**config.mk**
```make
export PLATFORM = sky130hd
export DESIGN_NAME = arm_pipelined_cond_exec_stage
export DESIGN_NICKNAME = d
export VERILOG_FILES = /design/src/rtl/arm_pipelined_cond_exec_stage.sv
export SDC_FILE = /design/constraint.sdc
export NUM_CORES = 1
export LEC_CHECK = 0
export BUFFER_PORTS_ARGS = -buffer_cell sky130_fd_sc_hd__buf_2
export CAP_MARGIN = 20
export CORE_MARGIN = 4
export CORE_UTILIZATION = 41
export DETAILED_ROUTE_END_ITERATION = 10
export PLACE_DENSITY = 0.85
export SLEW_MARGIN = 10
export SYNTH_ARGS = -nofsm -noshare
export SYNTH_HDL_FRONTEND = slang
export SYNTH_SLANG_ARGS = --single-unit
```
**constraint.sdc**
```tcl
create_clock -name i_CLK -period 1.69 [get_ports i_CLK]
set_clock_uncertainty 0.2 [all_clocks]
set_input_delay 0.2535 -clock i_CLK [delete_from_list [all_inputs] [get_ports i_CLK]]
set_output_delay 0.2535 -clock i_CLK [all_outputs]
set_load 0.02 [all_outputs]
```
**src/rtl/arm_pipelined_cond_exec_stage.sv**
```systemverilog
// Decode->Execute register, NZCV flags and ARM condition evaluation with write/branch gating.
// Optional squash counter enabled by defining ARM_COND_SQUASH_CNT_EN.
module arm_pipelined_cond_exec_stage #(
    parameter logic [3:0] RESET_FLAGS = 4'b0000,
    parameter int         CNT_W       = 16
) (
    input  logic             i_CLK,
    input  logic             i_RST,
    input  logic             i_Stall_Execute,
    input  logic             i_Flush_Execute,
    input  logic [3:0]       i_Cond_Decode,
    input  logic [1:0]       i_Flag_Write_Decode,
    input  logic             i_PC_Src_Decode,
    input  logic             i_Reg_Write_Decode,
    input  logic             i_Mem_Write_Decode,
    input  logic             i_Mem_To_Reg_Decode,
    input  logic             i_ALU_Src_Decode,
    input  logic             i_No_Write_Decode,
    input  logic [1:0]       i_ALU_Control_Decode,
    input  logic [3:0]       i_ALU_Flags,
    output logic [3:0]       o_Flags,
    output logic             o_Cond_Ex,
    output logic             o_PC_Src_Execute,
    output logic             o_Reg_Write_Execute,
    output logic             o_Mem_Write_Execute,
    output logic             o_Mem_To_Reg_Execute,
    output logic             o_ALU_Src_Execute,
    output logic [1:0]       o_ALU_Control_Execute,
    output logic [CNT_W-1:0] o_Squash_Count
);

    typedef struct packed {
        logic [3:0] cond;
        logic [1:0] flag_write;
        logic       pc_src;
        logic       reg_write;
        logic       mem_write;
        logic       mem_to_reg;
        logic       alu_src;
        logic       no_write;
        logic [1:0] alu_control;
    } ex_ctrl_t;

    // A bubble carries "always" as its condition so it never looks like a squashed instruction.
    localparam ex_ctrl_t BUBBLE = '{cond: 4'hE, flag_write: 2'b00, pc_src: 1'b0, reg_write: 1'b0,
                                    mem_write: 1'b0, mem_to_reg: 1'b0, alu_src: 1'b0,
                                    no_write: 1'b0, alu_control: 2'b00};

    ex_ctrl_t   ex_q, ex_d, dec_in;
    logic [3:0] flags_q, flags_d;
    logic       cond_ex;
    logic       n, z, c, v;

    assign dec_in = '{cond: i_Cond_Decode, flag_write: i_Flag_Write_Decode,
                      pc_src: i_PC_Src_Decode, reg_write: i_Reg_Write_Decode,
                      mem_write: i_Mem_Write_Decode, mem_to_reg: i_Mem_To_Reg_Decode,
                      alu_src: i_ALU_Src_Decode, no_write: i_No_Write_Decode,
                      alu_control: i_ALU_Control_Decode};

    assign {n, z, c, v} = flags_q;

    always_comb begin
        cond_ex = 1'b1;
        case (ex_q.cond)
            4'h0: cond_ex = z;
            4'h1: cond_ex = !z;
            4'h2: cond_ex = c;
            4'h3: cond_ex = !c;
            4'h4: cond_ex = n;
            4'h5: cond_ex = !n;
            4'h6: cond_ex = v;
            4'h7: cond_ex = !v;
            4'h8: cond_ex = c && !z;
            4'h9: cond_ex = !c || z;
            4'hA: cond_ex = (n == v);
            4'hB: cond_ex = (n != v);
            4'hC: cond_ex = !z && (n == v);
            4'hD: cond_ex = z || (n != v);
            default: cond_ex = 1'b1;
        endcase
    end

    // NOTE: every variable gets a default first so no path through always_comb infers a latch.
    always_comb begin
        ex_d = ex_q;
        if (i_Flush_Execute) begin
            ex_d = BUBBLE;
        end else if (!i_Stall_Execute) begin
            ex_d = dec_in;
        end
    end

    // Flag writeback belongs to the instruction already in Execute, so flush does not block it.
    always_comb begin
        flags_d = flags_q;
        if (!i_Stall_Execute && cond_ex) begin
            if (ex_q.flag_write[1]) flags_d[3:2] = i_ALU_Flags[3:2];
            if (ex_q.flag_write[0]) flags_d[1:0] = i_ALU_Flags[1:0];
        end
    end

    // NOTE: sequential state uses non-blocking assignments so all registers update together.
    always_ff @(posedge i_CLK) begin
        if (i_RST) begin
            ex_q    <= BUBBLE;
            flags_q <= RESET_FLAGS;
        end else begin
            ex_q    <= ex_d;
            flags_q <= flags_d;
        end
    end

`ifdef ARM_COND_SQUASH_CNT_EN
    logic [CNT_W-1:0] cnt_q, cnt_d;
    logic             ex_valid;

    assign ex_valid = ex_q.pc_src || ex_q.reg_write || ex_q.mem_write || (ex_q.flag_write != 2'b00);

    always_comb begin
        cnt_d = cnt_q;
        if (!i_Stall_Execute && ex_valid && !cond_ex) cnt_d = cnt_q + 1'b1;
    end

    always_ff @(posedge i_CLK) begin
        if (i_RST) cnt_q <= '0;
        else       cnt_q <= cnt_d;
    end

    assign o_Squash_Count = cnt_q;
`else
    assign o_Squash_Count = '0;
`endif

    assign o_Flags               = flags_q;
    assign o_Cond_Ex             = cond_ex;
    assign o_PC_Src_Execute      = ex_q.pc_src && cond_ex;
    assign o_Reg_Write_Execute   = ex_q.reg_write && cond_ex && !ex_q.no_write;
    assign o_Mem_Write_Execute   = ex_q.mem_write && cond_ex;
    assign o_Mem_To_Reg_Execute  = ex_q.mem_to_reg;
    assign o_ALU_Src_Execute     = ex_q.alu_src;
    assign o_ALU_Control_Execute = ex_q.alu_control;

endmodule

```
### Word-level counts from Yosys, hierarchy flattened

Index checks and enable logic that the tools add are counted.

| storage, ports and cells | value |
|---|---|
| register bits after elaboration | 18 |
| bits in latches | 0 |
| memory bits (writable) | 0 |
| bits in read-only memories | 0 |
| bits of input ports | 22 |
| output and inout bits | 28 |
| word-level logic and storage cells | 46 |
| memories | 0 |

| operators by class | value |
|---|---|
| $add $sub $neg | 0 |
| multipliers | 0 |
| div/mod/pow operators | 0 |
| $lt $le $gt $ge | 0 |
| equality and inequality tests | 15 |
| shift operators | 0 |
| muxes and demuxes | 1 |
| bitwise operators | 0 |
| reduce and logical (&&, ||, !) cells | 19 |

Operators by type and width:

| operator | count |
|---|---|
| equality test 4 bit (second input constant) | 6 |
| equality test 4 x 3 -> 1 bit (second input constant) | 4 |
| case mux 1 bit (14 select lines) | 1 |
| equality test 4 x 2 -> 1 bit (second input constant) | 2 |
| logical AND 1 bit | 7 |
| logical NOT 1 bit | 6 |
| equality test 4 x 1 -> 1 bit (second input constant) | 1 |
| logical NOT 4 bit | 1 |
| AND reduction 2 bit | 2 |
| logical OR 1 bit | 2 |
| OR reduction 2 bit | 1 |
| equality test 1 bit | 1 |
| != test 1 bit | 1 |

### Longest topological paths before layout

| depth | value |
|---|---|
| depth after elaboration | 5 |
| depth in mapped cells | 6 |
| gate-level depth less buffers | 5 |

### Worst setup path after synthesis

OpenSTA, ideal clock, no wires.

| timing | value |
|---|---|
| path kind | flip-flop to output port |
| from | register flags_q[2], in the netlist o_Flags[2] |
| to | output port o_Reg_Write_Execute |
| arrival time | 1.808 ns |
| required time | 1.236 ns |
| setup slack | -0.572 ns |
| stages on the path, launching flop included | 6 |
| path buffers | 0 |
| cell sequence | dfxtp_1 -> mux2i_1 -> xor2_1 -> o32a_4 -> and3_2 -> nor3b_1 |

| between the ends | value |
|---|---|
| word-level cells in the longest chain between the ends | 5 |
| elaborated cells on any way between the ends | 8 |
| classes of those cells | mux: 1; reduce/logical: 7 |

RTL lines:

| what | line | source |
|---|---|---|
| start: declaration | 50 | `logic [3:0] flags_q, flags_d;` |
| start signal: assignment | 109 | `flags_q <= flags_d;` |
| logical NOT 1 bit | 66, 73, 77 |  |
| logical AND 1 bit, on equally long branches | 77, 73 |  |
| case mux 1 bit (14 select lines) * | 64 | `case (ex_q.cond)` |
| logical AND 1 bit * (2 in series) | 137 | `assign o_Reg_Write_Execute = ex_q.reg_write && cond_ex && !ex_q.no_write;` |
| end: declaration | 24 | `output logic o_Reg_Write_Execute,` |

Every way passes the cells marked *; elsewhere a longest branch is shown, timed or not.

### Worst setup path after layout

| timing | value |
|---|---|
| from | register ex_q[11] (netlist bit) |
| to | output port o_Reg_Write_Execute |

| between the ends | value |
|---|---|
| word-level cells in the longest chain between the ends | 4 |
| elaborated cells on any way between the ends | 17 |
| classes of those cells | eq/ne: 13; mux: 1; reduce/logical: 3 |

RTL lines:

| what | line | source |
|---|---|---|
| start: declaration | 49 | `ex_ctrl_t ex_q, ex_d, dec_in;` |
| start signal: assignment | 105 | `ex_q <= BUBBLE;` |
| start signal: assignment | 108 | `ex_q <= ex_d;` |
| equality test 4 bit (tied with other cells) | 64 |  |
| case mux 1 bit (14 select lines) * | 64 |  |
| logical AND 1 bit * (2 in series) | 137 |  |

Marks and branches as above.

==> metrics.md <==
| Metric | Value |
|---|---|
| Num CTS Buffers | `3` |
| CP Max Fanout | `4` |
| CTS tree | `yes` |
| Top_reg_cell synth | `dfxtp_1` |
| Peak VDD IR | `0.443 mV` |
| WL per Instance | `13.0 microns` |
| Status | `complete, but fails checks` |
| Post-synthesis sequential area ratio | `between 30% and 40%` |
| WHS Path Cells | `3` |
| Syn_area_per_cell | `9.31 sq um` |
| Global route overflow | `0` |
| CP arrival | `1810 ps` |
| ANT nets after route | `0` |
| Vias in the first global route | `918` |
| Tcrit/Tclk final | `134%` |
| Slew HR | `65.2%` |
| H-tree depth | `1` |
| R2R Path End | `o_Flags[3]` |
| Crit Path Class | `reg -> out` |
| Tot GR Track Use | `16.0%` |
| Setup TNS | `-3990 ps` |
| Min cycle time layout | `~2300 ps` |
| DR DRC count | `0` |
| Pwr Density | `593 mW/mm^2` |
| Cell taking the most area after synthesis | `dfxtp_1` |
| Commonest non-fill, non-tap cells in the layout | `buf_2, mux2i_1, conb_1, dlygate4sd3_1, buf_4` |
| WL final | `about 2700 microns` |
| Die width | `between 50 and 60 microns` |
| Top post-synthesis cells by area | `dfxtp_1, mux2i_1, buf_4` |
| Final Net Count | `198` |
| CP startpoint kind | `flip-flop` |
| Layout cells sized above 1 | `42.9%` |
| Die Y | `59.1 microns` |
| CTS sink count | `18` |
| FF+latch count, synth | `18` |
| Via-per-instance ratio | `4.58` |
| Number of synthesized flops with an enable pin | `0` |
| DR vias | `about 940` |
| Initial DRC count | `13` |
| Hold path start | `i_Flush_Execute` |
| Starting Density | `43.2%` |
| I/O pins | `50` |
| CP endpoint kind | `output port` |
| Largest net degree at the start of global routing | `17` |
| Worst reg-to-reg path cell count | `8` |
| # setup viols final | `8` |
| Slew @ Worst Pin | `522 ps` |
| Syn Inst Count | `115` |
| Cell area after synthesis | `0.00107 sq mm` |
| Top cell type's share of synthesized area | `between 30 and 40%` |
| Failing checks | `hold timing, setup timing` |
| HPWL after DPL | `1820 microns` |
| Initial antenna violation count | `0` |
| First-pass GRT wire length | `4110 microns` |
| N_diodes | `0` |
| Highest clock rate | `442 MHz` |
| Yosys cell types | `28` |
| Final core occ | `63.6%` |
| Power, Total | `0.935 mW` |
| RSZ-0062 raised after global routing | `yes` |
| Crit path largest cell delay | `370 ps` |
| Buffers on Ports | `33` |
| R2r startpoint | `ex_q[11]` |
| Syn. warnings | `0` |
| Cell Rows | `18` |
| Most common cell after layout, fill and taps aside | `buf_2` |
| Hold Path Class | `in -> reg` |
| Crit path cell chain | `mux2i_2, xor2_1, o32a_4, and3_4, nor3b_4, buf_6` |
| Crit path required time | `roughly 1200 ps` |
| Slew Limit Fails | `0` |
| Final setup margin | `-575 ps` |
| WHS | `-30.8 ps` |
| Async SR Flop Fraction | `0%` |
| Clock transition at path regs | `110 ps` |
| Layout area overhead | `47.1%` |
| R2r setup slk | `-520 ps` |
| Die area | `0.00349 sq mm` |
| Core Region | `0.00248 sq mm` |
| LEAKAGE | `~0.74 nW` |
| Hold worst-path end | `ex_q[11]` |
| Bufs on Longest Clock Path | `2` |
| # Max-Cap Violations | `0` |
| Slowest CP cell | `dfxtp_2` |
| Final instance area | `approximately 0.0016 sq mm` |
| Clock latency on the worst-skew pair | `300 ps` |
| Cell area after placement | `0.00128 sq mm` |
| DRT Pass-1 Iters | `4` |
| Gpl congestion | `0.749` |
| Final hold vios | `1` |
| CTS root buf | `clkbuf_4` |
## synthesized netlist by cell type, types with 2 or more instances
master    count
nand2_1       4
nor3b_1       3
dfxtp_1      18
a311oi_2      2
clkbuf_1      2
inv_1         4
nand2b_1      6
buf_4        20
nor2b_1       5
nor2_1       12
or2b_1        2
xnor2_1       2
mux2i_1      20
## metal layers
metal	GRT usage, %	vias to the layer above	share of wire [%]
met1	16.3	431	38
met5	0	-	0
met4	7.77	0	1.8
li1	-	465	-
met2	30.4	37	54
met3	3.05	5	5.7
## through the flow
stage	setup WS, ps	std cells
floorplan	-272	130
global placement	-245	182
detailed placement	-351	182
CTS	-573	205
global route	-661	205
finish	-575	205
## where the power goes
group	switching, mW	leakage, nW	internal (mW)
registers	0.0105	0.148	0.436
clock network	0.147	0.0210	0.132
logic	0.108	0.567	0.102
## final cells by class
cell class                 instances  area [sq um]
timing repair buffer              66           485
tap                               30          37.5
sequential                        18           373
inverter                           4          15.0
multi-input combinational         83           628
clock buffer                       4          36.3
fill                             225           902
## worst max path at each step
stage                   from                   to  slack, ps  depth (start not counted)
floorplan           ex_q[11]  o_Reg_Write_Execute       -270                          6
global placement    ex_q[11]  o_Reg_Write_Execute       -240                          6
detailed placement  ex_q[11]           o_Flags[1]       -350                          6
CTS                 ex_q[11]  o_Reg_Write_Execute       -570                          6
global route        ex_q[11]  o_Reg_Write_Execute       -660                          6
finish              ex_q[11]  o_Reg_Write_Execute       -570                          6
## sequential cells by signal, indices dropped and copies added, names as in the netlist
register	flops
o_Mem_To_Reg_Execute	1
o_Flags	4
o_ALU_Src_Execute	1
ex_q	10
o_ALU_Control_Execute	2
## kinds of logic after synthesis
family                    synth area share, %
AOI/OAI and AO/OA                        7.48
xor gates and xnor gates                 2.45
buffers and inverters                    18.1
DFF                                      33.6
muxes                                    18.7
other                                   0.350
and+or+nand+nor                          19.3
## critical path, delay by kind of cell, from the launching register on
kind,cells,cell delay (ps)
muxes,1,230
xor gates and xnor gates,1,110
buffers and inverters,1,140
DFF,1,370
and+or+nand+nor,2,350
AOI/OAI and AO/OA,1,320
## repair_timing
item,in CTS,in global routing
hold buffers,17,0
endpoints found under the setup margin,8,10
buffers inserted,3,2
pin swaps,4,1
hold endpoints to repair,14,0
gates resized for setup,19,2
Power figures use the tool's default switching activity.
